===== config.mk =====
export PLATFORM = sky130hd
export DESIGN_NAME = mem_port_arbiter
export DESIGN_NICKNAME = d
export VERILOG_FILES = /design/src/rtl/mem_port_arbiter.sv
export SDC_FILE = /design/constraint.sdc
export NUM_CORES = 1
export LEC_CHECK = 0
export ABC_CLOCK_PERIOD_IN_PS = 1900
export BUFFER_PORTS_ARGS = -buffer_cell sky130_fd_sc_hd__buf_2
export CAP_MARGIN = 20
export CORE_AREA = 2 2 65 67
export DETAILED_ROUTE_END_ITERATION = 16
export DIE_AREA = 0 0 67 69
export HOLD_SLACK_MARGIN = 0.1
export PLACE_DENSITY = 0.75
export SETUP_SLACK_MARGIN = 0.4
export SYNTH_ARGS = -nofsm -noshare
export SYNTH_HDL_FRONTEND = slang
export SYNTH_SLANG_ARGS = --single-unit

===== constraint.sdc =====
create_clock -name clk -period 1.9 [get_ports clk]
set_input_delay 0.095 -clock clk [delete_from_list [all_inputs] [get_ports clk]]
set_output_delay 0.095 -clock clk [all_outputs]
set_load 0.02 [all_outputs]

===== src/rtl/mem_port_arbiter.sv =====
// mem_port_arbiter
// Shares one unified memory port between instruction fetch (port A, read-only)
// and the MEM stage (port B, read/write). One transaction is in flight at a time.
// B is the older instruction and wins ties, but a streak counter caps how many
// contested B grants may go by before A is forced through.
module mem_port_arbiter #(
    parameter int ADDR_W       = 16,
    parameter int DATA_W       = 16,
    parameter int MAX_B_STREAK = 4
) (
    input  logic                clk,
    input  logic                rst_n,

    input  logic                read_a,
    input  logic [ADDR_W-1:0]   address_a,
    output logic                resp_a,
    output logic [DATA_W-1:0]   rdata_a,

    input  logic                read_b,
    input  logic                write_b,
    input  logic [ADDR_W-1:0]   address_b,
    input  logic [DATA_W-1:0]   wdata_b,
    input  logic [DATA_W/8-1:0] wmask_b,
    output logic                resp_b,
    output logic [DATA_W-1:0]   rdata_b,

    output logic                mem_read,
    output logic                mem_write,
    output logic [ADDR_W-1:0]   mem_address,
    output logic [DATA_W-1:0]   mem_wdata,
    output logic [DATA_W/8-1:0] mem_wmask,
    input  logic                mem_resp,
    input  logic [DATA_W-1:0]   mem_rdata,

    output logic                grant_a,
    output logic                grant_b
);

    localparam int MASK_W = DATA_W / 8;
    localparam logic [3:0] STREAK_MAX = 4'(MAX_B_STREAK);

    typedef enum logic [1:0] {
        ST_IDLE    = 2'd0,
        ST_SERVE_A = 2'd1,
        ST_SERVE_B = 2'd2
    } state_t;

    state_t     state_q, state_d;
    logic [3:0] streak_q, streak_d;

    logic req_a;
    logic req_b;

    assign req_a = read_a;
    assign req_b = read_b | write_b;

    // Tie-break: B wins unless it has already won STREAK_MAX contested rounds.
    // The caller masks out the requester that was just served.
    function automatic state_t pick(input logic ra, input logic rb, input logic [3:0] streak);
        state_t nxt;
        if (ra && rb) begin
            nxt = (streak == STREAK_MAX) ? ST_SERVE_A : ST_SERVE_B;
        end else if (ra) begin
            nxt = ST_SERVE_A;
        end else if (rb) begin
            nxt = ST_SERVE_B;
        end else begin
            nxt = ST_IDLE;
        end
        return nxt;
    endfunction

    // Next-state and streak update; a served requester is excluded on its own
    // completion cycle because its request is still high then.
    always_comb begin
        state_d  = state_q;
        streak_d = streak_q;
        case (state_q)
            ST_IDLE: begin
                state_d = pick(req_a, req_b, streak_q);
            end
            ST_SERVE_A: begin
                if (mem_resp) begin
                    state_d = pick(1'b0, req_b, streak_q);
                end
            end
            ST_SERVE_B: begin
                if (mem_resp) begin
                    state_d = pick(req_a, 1'b0, streak_q);
                end
            end
            default: begin
                state_d = ST_IDLE;
            end
        endcase

        if (state_d == ST_SERVE_A && state_q != ST_SERVE_A) begin
            streak_d = 4'd0;
        end else if (state_d == ST_SERVE_B && state_q != ST_SERVE_B && req_a &&
                     streak_q < STREAK_MAX) begin
            streak_d = streak_q + 4'd1;
        end
    end

    // State and streak registers; reset abandons any transaction in flight.
    always_ff @(posedge clk or negedge rst_n) begin
        if (!rst_n) begin
            state_q  <= ST_IDLE;
            streak_q <= 4'd0;
        end else begin
            state_q  <= state_d;
            streak_q <= streak_d;
        end
    end

    // Downstream mux and response routing, decoded from the registered state only.
    always_comb begin
        mem_read    = 1'b0;
        mem_write   = 1'b0;
        mem_address = '0;
        mem_wdata   = '0;
        mem_wmask   = '0;
        resp_a      = 1'b0;
        resp_b      = 1'b0;
        rdata_a     = '0;
        rdata_b     = '0;
        case (state_q)
            ST_SERVE_A: begin
                mem_read    = 1'b1;
                mem_address = address_a;
                resp_a      = mem_resp;
                rdata_a     = mem_rdata;
            end
            ST_SERVE_B: begin
                // A simultaneous read and write is treated as a write.
                mem_write   = write_b;
                mem_read    = read_b & ~write_b;
                mem_address = address_b;
                mem_wdata   = wdata_b;
                mem_wmask   = MASK_W'(wmask_b);
                resp_b      = mem_resp;
                rdata_b     = mem_rdata;
            end
            default: begin
                mem_read = 1'b0;
            end
        endcase
    end

    assign grant_a = (state_q == ST_SERVE_A);
    assign grant_b = (state_q == ST_SERVE_B);

endmodule


---- After elaboration in Yosys (flattened, before gate mapping) ----
Index checks and enable logic that the tools add are counted.
operators by class
  bitwise logic cells ..................... 3
  equality and inequality tests ........... 7
  reductions and logical operators ........ 7
  $lt $le $gt $ge ......................... 1
  add/sub/neg operators ................... 1
  multiplexer cells ....................... 19
operators with widths
  operator                                            count
  two-way mux 16 bit                                  3
  one-hot mux 16 bit (2 select lines)                 1
  two-way mux 2 bit                                   7
  two-way mux 4 bit                                   2
  one-hot mux 2 bit (3 select lines)                  1
  logical AND 1 bit                                   5
  adder 4 x 1 -> 4 bit, second input constant         1
  == test 2 x 1 -> 1 bit, second input constant       2
  == test 2 bit, second input constant                2
  == test 4 x 3 -> 1 bit, second input constant       1
  < comparator 4 x 3 -> 1 bit, second input constant  1
  two-way mux 1 bit                                   4
  logical NOT 2 bit                                   1
  != test 2 x 1 -> 1 bit, second input constant       1
  != test 2 bit, second input constant                1
  one-hot mux 1 bit (2 select lines)                  1
  nonzero test 2 bit                                  1
  bitwise AND 1 bit                                   1
  NOT 1 bit                                           1
  OR 1 bit                                            1
word-level totals
  register bits ........................... 6
  output and inout port bits .............. 72
  word-level logic and storage cells ...... 40

---- Depth between registers and ports, before layout ----
  depth in word-level cells ............... 11
  mapped depth ............................ 8

---- Worst setup path before layout ----
No wires, ideal clock.
  path type ............................... reg2reg
  start ................................... register state_q[0]
  end ..................................... register streak_q[1]
  buffers on the path ..................... 0
  stages on the path, launching flop included .. 8
  slack ................................... -0.136 ns
  data arrival time ....................... 1.906 ns
  setup time .............................. 0.129 ns
  cell sequence ........................... dfrtp_1 inv_1 ha_1 or4b_1 a311oi_2 o211ai_2 mux2i_1 nor2_1
on the way
  cells in the longest elaborated chain, start to end .. 7
  elaborated cells on any way between the ends .. 16
  classes of those cells .................. eq/ne: 6; mux: 4; reduce/logical: 6
ends and longest elaborated chain
  what                                    line  text
  from (decl)                             48    state_t state_q, state_d;
  from (signal assigned)                  111   state_q <= state_d;
  == test 2 bit (*)                       n/a
  via grant_b                             36    output logic grant_b
  one-hot mux 2 bit (3 select lines) (*)  78    case (state_q)
  == test 2 bit                           99    end else if (state_d == ST_SERVE_B && state_q != ST_SERVE_B && req_a &&
  logical AND 1 bit (3 in series)         99
  nonzero test 2 bit (no line)            n/a
  to (signal assigned)                    112   streak_q <= streak_d;
  to (decl)                               49    logic [3:0] streak_q, streak_d;
Mark *: on every way through the listed nets, which the timed path passes. The rest lies on a longest branch.
A chain may end at the register's enable or synchronous reset.

---- Final worst setup path ----
  start ................................... register state_q[1]
  end ..................................... register streak_q[0]
on the way
  cells in the longest elaborated chain, start to end .. 7
  elaborated cells on any way between the ends .. 16
  classes of those cells .................. eq/ne: 6; mux: 4; reduce/logical: 6
ends and longest elaborated chain
  what                                         line
  == test 2 bit, or another cell as far along  78
  one-hot mux 2 bit (3 select lines)           78
  == test 2 bit                                99
  logical AND 1 bit (3 in series)              99
  nonzero test 2 bit (no line)                 n/a
Several ways; a longest one is shown, not always the timed one.

==> reports/qor_table.md <==
| Group | Result | This run |
| --- | --- | --- |
| outcome | Run status | completed |
| floorplan | Die span in y | 69 microns |
| placed design | Count of buffers inserted at the top-level ports | 143 |
| sta | Setup repair after global routing missed its margin | yes |
| worst setup path | Type of element launching the critical path | flop |
| clock tree | Clock transition time at the flip-flop clock pins of the worst setup and hold paths | 0.04 ns |
| worst setup path | Required time of the critical path | 2.00 ns |
| global routing | First-pass GRT wire length | 7.734 mm |
| detailed routing | DRT Pass-1 Iters | 4 |
| detailed routing | Number of design rule violations left after detail routing | 0 |
| yosys | Synthesized Nets | 222 |
| global routing | Number of global-route vias before repair | 1625 |
| sta | PnR worst setup slack | 0.04977 ns |
| floorplan | # IOs | 144 |
| sta | Number of hold violations in the final report | 0 |
| cells and area | Layout cell share with drive strength beyond 1 | 78.83% |
| power | Largest voltage drop on the vdd net | 0.9668 mV |
| yosys | Synth Cell Area | 0.001051 sq mm |
| worst setup path | Element type at the critical path end | flop |
| sta | Setup TNS | 0 ns |
| sta | Period minus WS final | 1.850 ns |
| detailed routing | Number of vias per cell | 4.765 |
| clock tree | H-tree levels | 1 |
| clock tree | CTS tree | done |
| floorplan | Number of standard-cell rows in the floorplan | 23 |
| yosys | Seq cells post-synth | 6 |
| cells and area | Signed area change from the synthesized netlist to the final layout | 173.9% |
| placed design | Post-detailed-placement half-perimeter wirelength | 3.401 mm |
| detailed routing | Iteration-0 DRC count of the detailed router | 120 |
| sta | Portion of the clock cycle consumed by the worst path in the final layout | 97.38% |
| global routing | Maximum number of pins on one net before global-route repair | 28 |
| sta | Slew at the pin closest to its max-slew limit | 0.2424 ns |
| global routing | Number of antenna violations at the first check in global routing | 1 |
| yosys | Prevailing post-synth register cell | dfrtp_1 |
| min path | Class of the most critical hold timing path | in2async |
| cells and area | Antenna cell count | 0 |
| worst setup path | Arrival time worst endpoint | 1.95 ns |
| sta | Slew Limit Headroom | 83.82% |
| floorplan | Effective utilization at floorplan | 26.85% |
| cells and area | Fillcell total | 279 |
| yosys | Gate count after technology mapping | 144 |
| placed design | Worst slack, placed | 0.04661 ns |
| sta | Setup violations, final | 0 |
| clock tree | Largest buffer count on any clock path | 2 |
| cells and area | Most frequent cells in the layout | buf_2 (75), buf_6 (59), and2_1 (28) |
| placed design | Final estimated routing congestion in global placement | 0.7818 |
| yosys | Syn. warnings | 0 |
| detailed routing | Average routed wire per standard cell | 17.17 microns |
| sta | Pins Over Slew Limit | 0 |
| job | Max-capacitance violation count | 0 |
| sta | Highest Clock Rate | 540.5 MHz |
| global routing | Overflow after GRT | 0 |
| floorplan | Die extent in x | 67 microns |
| yosys | Syn_area_per_cell | 7.299 sq um |
| worst setup path | Maximum fanout along the worst path | 3 |
| clock tree | Clock root buffer | clkbuf_8 |
| cells and area | Most common library cell in the layout ignoring fill and taps | buf_2 |
| power | P_leak | 1.414 nW |
| power | Power Dens Cells | 1554 mW/mm^2 |
| floorplan | Die footprint | 0.004623 sq mm |
| yosys | Sequential cell area fraction in the yosys report | 14.29% |
| cells and area | Final net count | 386 |
| clock tree | Clock buffer count from CTS | 3 |
| cells and area | Core occupancy in the finished layout | 73.56% |
| global routing | Global Route Usage Sum | 21.38% |
| cells and area | Area used by multi-input combinational logic | 0.001091 sq mm |
| floorplan | Area of the core | 0.003914 sq mm |
| yosys | Proportion of synthesized flip-flops having asynchronous set or reset | 100.0% |
| clock tree | Clock latency reported for the late side of the worst-skew pair | 0.22 ns |
| detailed routing | Antenna viol nets, final | 0 |
| yosys | Netlist cell types | 29 |
| sta | Worst Skew | 0.0003775 ns |
| cells and area | Area taken by flip-flops and latches | 151.4 sq um |
| clock tree | Clock Sink Count | 6 |
| yosys | EDFF count, synth | 0 |
| detailed routing | Total length of routed wires | 6.130 mm |
| detailed routing | Overall via count from detail_route | 1701 |
| worst setup path | CP Class | reg2reg |
metrics by stage:
step	power, mW	hold WS (ns)	cells	area [sq um]
finish	4.473	0.2278	357	2879
CTS	3.834	0.2342	352	2510
floorplan	1.959	-0.2006	144	1136
global placement	2.657	-0.07774	331	1896
global route	4.734	0.2525	357	2879
detailed placement	2.689	-0.07619	331	1896
logic make-up (layout without fill, tap and decap cells):
logic type	after synthesis	count (layout)	share of synthesized area (%)
AO/OA/AOI/OAI	25	25	19.29
XOR/XNOR	1	1	0.8335
adder cells (fa/ha/maj)	6	6	7.143
buffers and inverters	18	181	6.547
flip-flops	6	6	14.29
multiplexers	1	1	0.9524
AND/OR/NAND/NOR	87	87	50.95
critical path: stages (launching register included):
cell,delay (ns)
dfrtp_1,0.42
ha_4,0.18
or4b_4,0.47
a311oi_2,0.23
o211ai_2,0.18
xnor2_1,0.19
nor2_1,0.05
synth_stat cells (2+ instances only):
library cell | n | area [sq um]
dfrtp_1 | 6 | 150.1
o21a_1 | 2 | 15.01
inv_1 | 7 | 26.28
nor2_1 | 9 | 33.78
a22oi_1 | 16 | 120.1
ha_1 | 6 | 75.07
clkbuf_1 | 9 | 33.78
nor2b_1 | 17 | 106.4
and2_1 | 52 | 325.3
flip-flops by register name (all words and copies together), names as in the netlist:
signal	flops
streak_q	4
state_q	2
repair_timing:
item / in CTS / in global routing
setup buffers: 11 / 4
hold buffers: 1 / 0
endpoints found under the hold margin: 6 / 0
pin swaps: 4 / 21
resized for setup: 105 / 91
gates cloned: 5 / 1
setup endpoints to repair: 61 / 77
layer usage:
metal	share of wire, %	global-route usage (%)	vias up
li1	-	-	805
met4	2.0	4.762	2
met5	0.18	0	-
met3	11	8.809	18
met2	53	39.60	90
met1	34	21.56	786
report_power, final:
group / leakage, nW / internal (mW) / switching [mW]
sequential: 0.0771 / 0.179 / 0.0470
clock: 0.0228 / 0.144 / 0.0549
combinational: 1.31 / 2.18 / 1.86
total: 1.41 / 2.51 / 1.97
cell type report:
class | instances | share of cell area (%)
clock buffer | 4 | 1.565
inverter | 7 | 0.9996
multi-input combinational | 120 | 37.90
sequential | 6 | 5.259
timing repair buffer | 170 | 52.11
tap | 50 | 2.173
final timing paths:
kind                       slack [ns]  depth (start not counted)               startpoint                      end
max reg2reg                      0.05                          6     state_q[1]$_DFF_PN0_  streak_q[0]$_DFFE_PN0P_
max in group asynchronous        1.52                          2                    rst_n     state_q[0]$_DFF_PN0_
min reg2reg                      0.55                          2  streak_q[1]$_DFFE_PN0P_  streak_q[1]$_DFFE_PN0P_
min in group clk                 0.27                          4                 mem_resp     state_q[1]$_DFF_PN0_
min                              0.23                          2                    rst_n  streak_q[0]$_DFFE_PN0P_
max                              0.05                          6     state_q[1]$_DFF_PN0_  streak_q[0]$_DFFE_PN0P_
Power figures use the tool's default switching activity.
